===== config.mk =====
export PLATFORM = sky130hd
export DESIGN_NAME = leaky_relu_seq
export DESIGN_NICKNAME = d
export VERILOG_FILES = /design/src/rtl/leaky_relu_seq.sv
export SDC_FILE = /design/constraint.sdc
export NUM_CORES = 1
export LEC_CHECK = 0
export CORE_ASPECT_RATIO = 0.5
export CORE_MARGIN = 1
export CORE_UTILIZATION = 46
export CTS_CLUSTER_DIAMETER = 60
export DETAILED_ROUTE_END_ITERATION = 8
export GPL_TIMING_DRIVEN = 0
export PLACE_DENSITY_LB_ADDON = 0.05
export SYNTH_ARGS = -nofsm -noshare
export SYNTH_HDL_FRONTEND = slang
export SYNTH_SLANG_ARGS = --single-unit

===== constraint.sdc =====
create_clock -name clk -period 3 [get_ports clk]
set_clock_uncertainty 0.15 [all_clocks]
set_input_delay 0.45 -clock clk [delete_from_list [all_inputs] [get_ports clk]]
set_output_delay 0.45 -clock clk [all_outputs]
set_load 0.03 [all_outputs]

===== src/rtl/leaky_relu_seq.sv =====
// Burst sequencer: streams LEN words from the accumulator buffer through a shared
// LeakyReLU unit into the output buffer. Optional RELU_STATS_EN adds neg_count.
module leaky_relu_seq #(
    parameter int ADDR_W  = 10,
    parameter int DATA_W  = 32,
    parameter int TIMEOUT = 15
) (
    input  logic              clk,
    input  logic              rst_n,
    input  logic              start,
    input  logic [ADDR_W-1:0] base_rd,
    input  logic [ADDR_W-1:0] base_wr,
    input  logic [ADDR_W:0]   len,
    output logic              busy,
    output logic              done,
    output logic              error,
`ifdef RELU_STATS_EN
    output logic [ADDR_W:0]   neg_count,
`endif
    output logic              rd_en,
    output logic [ADDR_W-1:0] rd_addr,
    input  logic [DATA_W-1:0] rd_data,
    output logic              act_valid,
    output logic [DATA_W-1:0] act_x,
    input  logic [DATA_W-1:0] act_y,
    input  logic              act_done,
    output logic              wr_en,
    output logic [ADDR_W-1:0] wr_addr,
    output logic [DATA_W-1:0] wr_data
);
    localparam int CW = $clog2(TIMEOUT + 1);
    localparam logic [ADDR_W:0] ONE = 1;

    typedef enum logic [2:0] {IDLE, RD, RDW, ISSUE, WAIT, WR, FIN} state_t;

    state_t            state, nxt;
    logic [ADDR_W-1:0] base_rd_r, base_wr_r;
    logic [ADDR_W:0]   len_r, idx;
    logic [DATA_W-1:0] x_r, y_r;
    logic [CW-1:0]     wcnt;
    logic              last, tmo;

    assign last    = (idx == len_r - ONE);
    assign tmo     = (wcnt == CW'(TIMEOUT));
    assign busy    = (state != IDLE);
    assign rd_addr = base_rd_r + idx[ADDR_W-1:0];
    assign wr_addr = base_wr_r + idx[ADDR_W-1:0];
    assign act_x   = x_r;
    assign wr_data = y_r;

    always_ff @(posedge clk or negedge rst_n) begin
        if (!rst_n) state <= IDLE;
        else        state <= nxt;
    end

    always_comb begin
        nxt       = state;
        rd_en     = 1'b0;
        act_valid = 1'b0;
        wr_en     = 1'b0;
        done      = 1'b0;
        case (state)
            IDLE:  if (start) nxt = (len == '0) ? FIN : RD;
            RD:    begin rd_en = 1'b1; nxt = RDW; end
            RDW:   nxt = ISSUE;
            ISSUE: begin act_valid = 1'b1; nxt = WAIT; end
            WAIT:  begin
                if (act_done) nxt = WR;
                else if (tmo) nxt = FIN;
            end
            WR:    begin wr_en = 1'b1; nxt = last ? FIN : RD; end
            FIN:   begin done = 1'b1; nxt = IDLE; end
            default: nxt = IDLE;
        endcase
    end

    always_ff @(posedge clk or negedge rst_n) begin
        if (!rst_n) begin
            base_rd_r <= '0;
            base_wr_r <= '0;
            len_r     <= '0;
            idx       <= '0;
            x_r       <= '0;
            y_r       <= '0;
            wcnt      <= '0;
            error     <= 1'b0;
        end else begin
            case (state)
                IDLE: if (start && len != '0) begin
                    base_rd_r <= base_rd;
                    base_wr_r <= base_wr;
                    len_r     <= len;
                    idx       <= '0;
                    error     <= 1'b0;
                end
                RDW:   x_r  <= rd_data;
                ISSUE: wcnt <= CW'(1);
                WAIT: begin
                    // act_done wins over a timeout landing in the same cycle
                    if (act_done) y_r   <= act_y;
                    else if (tmo) error <= 1'b1;
                    else          wcnt  <= wcnt + CW'(1);
                end
                WR: if (!last) idx <= idx + ONE;
                default: ;
            endcase
        end
    end

`ifdef RELU_STATS_EN
    always_ff @(posedge clk or negedge rst_n) begin
        if (!rst_n)                        neg_count <= '0;
        else if (state == IDLE && start)   neg_count <= '0;
        else if (state == ISSUE && x_r[DATA_W-1]) neg_count <= neg_count + ONE;
    end
`endif

endmodule


==> summary.md <==
| Metric | Value |
|---|---|
| Clock Sink Count | 114 |
| Switching share of power | 41.0% |
| Final setup violation count | 3 |
| Tightest Pin Transition | 0.851 ns |
| Hold/Removal Path Class | reg -> reg |
| Period utilization | 104% |
| Post-synth EDFFs | 0 |
| Worst slew margin | 43.1% |
| Post-synthesis sequential area ratio | 50.1% |
| Critical Path Stages | 9 |
| Area Overhead vs Synth | 51.1% |
| Clk_lat worst skew | 0.41 ns |
| Aggregate global-route resource usage | 24.4% |
| DR vias | 4724 |
| Post-synthesis cell type count | 51 |
| Setup TNS | -0.228 ns |
| Crit. End Element | output pin |
| Die ar. | 12900 µm² |
| Syn_area_per_cell | 10.6 µm² |
| Vias in the first global route | 4766 |
| Mapped Area | 5690 µm² |
| Gate Count Post-Synth | 538 |
| Chip height | 80.7 µm |
| Final Total Pwr | 9.53 mW |
| Leak | 3.87 nW |
| Placed Cells | 892 |
| Worst path arrival time | 2.51 ns |
| Vias per cell | 5.04 |
| Antenna diodes | 0 |
| Core area | 11900 µm² |
| Primary FF master, synth | dfrtp_1 |
| Post-Route WL | 14.8 mm |
| Num CTS Buffers | 17 |
| Failing checks | negative setup slack |
| Final hold vios | 0 |
| Initial antenna violation count | 1 |
| Combinational cell fraction of total power | 50.9% |
| Share of cells above drive strength 1 | 19.9% |
| CP Buf/Inv Count | 1 |
| CP delay by family, top | compound AO/OA/AOI/OAI gates |
| Row count | 28 |
| Fmax | 0.322 GHz |
| Register share of total power | 27.8% |
| H-tree depth | 4 |
| Chip width | 159 µm |
| Cell mode on critical path | a21oi_2 |
| CP peak stage delay | 0.46 ns |
| Async SR Flop Fraction | 100% |
| DRT Pass-1 Iters | 4 |
| CP Max Fanout | 4 |
| CTS tree | done |
| Nets | 881 |
| Global-route wire length before repair | 23.8 mm |
| Final min period | 3.11 ns |
| WL/cell | 15.8 µm |
| Initial Utilization | 47.7% |
| Cell Chain, Critical Path | ha_4 -> a21o_1 -> a21oi_2 -> o21bai_2 -> a2111oi_4 -> o31ai_2 -> a21oi_2 -> xnor2_1 -> buf_4 |
| Critical path class | reg -> out |
| CP required | 2.40 ns |
| Worst R2R Path Depth | 8 |
| CTS root buffer | clkbuf_16 |
| Startpoint types | register |
| Final Max Tran Viols | 0 |
| RePlAce Congestion | 0.830 |
| I/O pins | 189 |
| Pwr dens | 1110 nW/µm² |
| Outcome | finished with violations |
| PortBufs | 188 |
| Slowest CP cell | dfrtp_2 |
| Largest net degree at the start of global routing | 86 |
| Clk buf depth | 2 |
| Total grt overflow | 0 |
| Sw power | 3.91 mW |
| Clk pin slew, worst setup/hold paths | 0.06 ns |
| Internal power | 5.62 mW |
| Maxcap violations | 0 |
| Non-Filler Instances | 937 |
| Hold Crit Depth | 2 |
| DP HPWL | 10.7 mm |
| RSZ-0062 raised after global routing | true |
| Clk network pwr share | 21.2% |
| PnR worst setup slack | -0.107 ns |
| Yosys warnings | 0 |
| ANT nets after route | 0 |
| Mapped Nets | 660 |
| Starting DRC count in detailed routing | 261 |
| DRC viols | 0 |
| Post-synthesis register bit count | 114 |
| Max VDD drop | 0.000614 V |
[layer usage]
| layer | track usage, % | vias to the layer above | share of wire (%) |
|---|---|---|---|
| met2 | 41.1 | 109 | 48 |
| met4 | 8.94 | 0 | 0.88 |
| met3 | 10.4 | 12 | 8.3 |
| met1 | 28.0 | 2283 | 42 |
| li1 | - | 2320 | - |
| met5 | 0 | - | 0 |
[registers in the layout, indices dropped and copies added (netlist names)]
name and cells:
act_x 32, wr_data 32, idx 11, len_r 11, base_rd_r 10, base_wr_r 10, wcnt 4, state 3
error 1
[power by group through the flow]
stage | combinational, mW | sequential [mW] | clock, mW
5_1_grt | 5.18 | 2.75 | 2.13
2_1_floorplan | 2.10 | 3.48 | 0
4_1_cts | 4.85 | 2.65 | 2.05
3_5_place_dp | 4.80 | 2.66 | 0
6_report | 4.85 | 2.65 | 2.02
3_3_place_gp | 4.74 | 2.64 | 0
[metrics by stage]
step	cell area, µm²	worst slack (ns)	util (%)	hold WS (ns)
global route	8600	-0.251	72.0	0.337
finish	8600	-0.107	72.0	0.335
CTS	8530	-0.0849	71.4	0.333
floorplan	5690	0.0847	-	0.00441
detailed placement	7810	-0.669	65.4	0.200
global placement	7780	-3.23	65.1	0.314
[worst min-delay path: stages, from the launching register on]
cell and delay, ns:
dfrtp_1 0.35, nand2_1 0.05, nand2_1 0.06
[synth_stat cells (all sizes together), types with 6 or more instances]
cell type / n / area share [%]
nand3: 11 / 1.1
ha: 21 / 4.6
xnor2: 18 / 2.8
clkbuf: 21 / 1.4
inv: 19 / 1.3
a21oi: 22 / 1.9
nor2: 18 / 1.2
o21ai: 21 / 1.8
nand2b: 6 / 0.66
nand2: 108 / 7.1
mux2i: 7 / 1.2
xor2: 13 / 2.0
nor3: 10 / 0.88
mux2: 64 / 13
dfrtp: 114 / 50
and3: 6 / 0.66
[kinds of logic after synthesis]
| family | Yosys count | share of synthesized area [%] |
|---|---|---|
| AND/OR/NAND/NOR | 184 | 14.8 |
| flip-flops | 114 | 50.1 |
| buffers and inverters | 42 | 2.92 |
| adder cells (fa/ha/maj) | 23 | 5.32 |
| AO/OA/AOI/OAI | 73 | 8.18 |
| XOR/XNOR | 31 | 4.77 |
| multiplexers | 71 | 13.9 |
[cell usage in the layout, fill, tap and decap left out, types with 3 or more instances in the layout]
cell type / netlist / layout
buf_4: 0 / 20
nand3_1: 10 / 9
clkinv_4: 0 / 5
mux2_2: 64 / 64
a21o_1: 4 / 4
nor2_1: 18 / 18
a21oi_2: 0 / 6
xnor2_1: 18 / 17
nor3_1: 10 / 10
nand2b_1: 6 / 6
inv_6: 0 / 3
ha_1: 21 / 18
nor4_1: 4 / 4
o21ai_0: 20 / 16
and3_1: 6 / 6
nand2_1: 108 / 108
ha_4: 0 / 3
nand4_1: 5 / 5
clkbuf_16: 0 / 17
nor2b_1: 4 / 4
xor2_1: 13 / 13
dlymetal6s2s_1: 0 / 4
clkdlybuf4s50_1: 0 / 171
buf_6: 1 / 3
and2_1: 3 / 3
a31oi_1: 3 / 3
dfrtp_1: 114 / 112
mux2i_1: 7 / 7
clkbuf_1: 21 / 21
inv_1: 19 / 17
o21ai_1: 1 / 3
clkbuf_2: 0 / 3
a21oi_1: 22 / 16
[cell type report]
type,instances,area (µm²)
sequential,114,2860
buffer,23,95.1
timing repair buffer,202,1990
inverter,19,71.3
clock buffer,18,439
fill,906,3350
clock inverter,14,155
multi-input combinational,382,2790
tap,165,206
[path summary, 6_finish.rpt]
kind | start | endpoint | slack, ns
worst max-delay path | idx[0] | rd_addr[9] | -0.11
worst min-delay path | base_rd_r[3] | base_rd_r[3] | 0.33
worst max register to register | len_r[2] | idx[10] | 0.23
worst min register to register | base_rd_r[3] | base_rd_r[3] | 0.33
max in group asynchronous | rst_n | wr_data[0] | 1.64
min in group asynchronous | rst_n | base_wr_r[8] | 0.34
[timing repair]
item / CTS / global route
endpoints found under the setup margin: 16 / 22
buffers inserted: 8 / 4
resized for setup: 74 / 27
cloned: 0 / 0
pin swaps: 18 / 10
hold endpoints to repair: 29 / 0
hold buffers: 1 / 0
Note: power is estimated with default switching activity, not from simulation.
==> patch, RTL diff (same flow settings) <==
Encoding of `state_t`: now Gray code (3 bits for 7 states).
--- a/src/rtl/leaky_relu_seq.sv
+++ b/src/rtl/leaky_relu_seq.sv
@@ -31,7 +31,7 @@
     localparam int CW = $clog2(TIMEOUT + 1);
     localparam logic [ADDR_W:0] ONE = 1;
 
-    typedef enum logic [2:0] {IDLE, RD, RDW, ISSUE, WAIT, WR, FIN} state_t;
+    typedef enum logic [2:0] {IDLE = 3'b000, RD = 3'b001, RDW = 3'b011, ISSUE = 3'b010, WAIT = 3'b110, WR = 3'b111, FIN = 3'b101} state_t;
 
     state_t            state, nxt;
     logic [ADDR_W-1:0] base_rd_r, base_wr_r;
Function: no difference found for any inputs over 10 cycles, from zero or initial values and one cycle with rst_n low; not proved beyond that.
==> patch against the original RTL <==
  * The run still ends with negative setup slack left
  * Setup slack gained 0.043 ns
  * Synthesized area shrank 1.7%
  * Via count shrank 0.40%
  * First-iteration DRC count grew 13%
  * Highest routed layer unchanged
  * Sequential cell count is the same
  * Power grew 10%
  * Design area grew 0.54%
  * Routed wire length shrank 1.2%
==> patch: results (changes against the original RTL) <==
Global-route wire length before repair = 23150 microns (-2.7%)
Outcome = complete, but fails checks
R2R cell count = 10 (+2)
Critical path arrival = 2.46 ns (-0.05 ns)
Post-CTS Setup Bufs = 6 (-2)
Syn nets = 637 (-3.5%)
Initial antenna violation count = 0 (-1)
Total wire length = 14630 microns (-1.2%)
Global Route met2 Usage = 0.3952 (-0.01581)
Non-Filler Instances = 924 (-1.4%)
Worst setup margin = -0.06399 ns (+0.04287 ns)
Pin count of the biggest net entering global routing = 97 (+13%)
Setup Slack @ Placement = -0.5324 ns (+0.1365 ns)
Crit path largest cell delay = 0.41 ns (-0.05 ns)
Nets = 868 (-1.5%)
Met1 Use GR = 0.2943 (+0.01437)
Crit path max fanout = 3 (-1)
Setup TNS = -0.2030 ns (+0.02454 ns)
Met1 wire length = 6140 microns (-2.4%)
Vias = 4705 (-0.40%)
Reg2reg start = len_r[1]$_DFFE_PN0P_
Violated checks = negative setup slack
Sequential Power Share = 0.260 (-0.018)
Gpl congestion = 0.8206 (-1.2%)
Worst Setup EP = rd_addr[8]
Met3 WL post-DR = 1104 microns (-9.8%)
Final setup viols = 4 (+1)
Reg-to-reg critical path endpoint = idx[7]$_DFFE_PN0P_
Share of layout cells above drive strength 1 = 0.2358 (+0.03635)
Net switching fraction of the power = 0.4233 (+0.01295)
Mapped Avg Cell Area = 10.87 sq um (+2.7%)
Placed cell area = 0.007724 sq mm (-1.1%)
[patch: cell types whose count changed after synthesis, sizes merged, moves of 4 or more]
cell    change
clkbuf      -4
mux2i       -7
nand2       -7
nand2b      -4
nor2        -4
nor2b       -4
o211ai      +4
o21ai       -6
o31ai       +8
or4         +7
xor2        +4
[patch: area by class of cell]
class	instances	area [sq um]
well taps	165	206.4
multi-input cells	362	2764
clock inverters	15	171.4
clock buffers	17	425.4
inverters	18	67.56
plain buffers	21	86.33
fillers	885	3194
flip-flops and latches	114	2858
repair buffers	212	2068
[patch: cells by family (layout without fill, tap and decap cells)]
group                      Yosys count  in the layout  share of synthesized area
and+or+nand+nor                    170            170                     0.1408
DFF                                114            114                     0.5097
AOI/OAI and AO/OA                   73             73                    0.08898
muxes                               64             64                     0.1288
buffers and inverters               39            283                    0.02750
xor gates and xnor gates            32             32                    0.05008
adders and majority gates           23             23                    0.05410
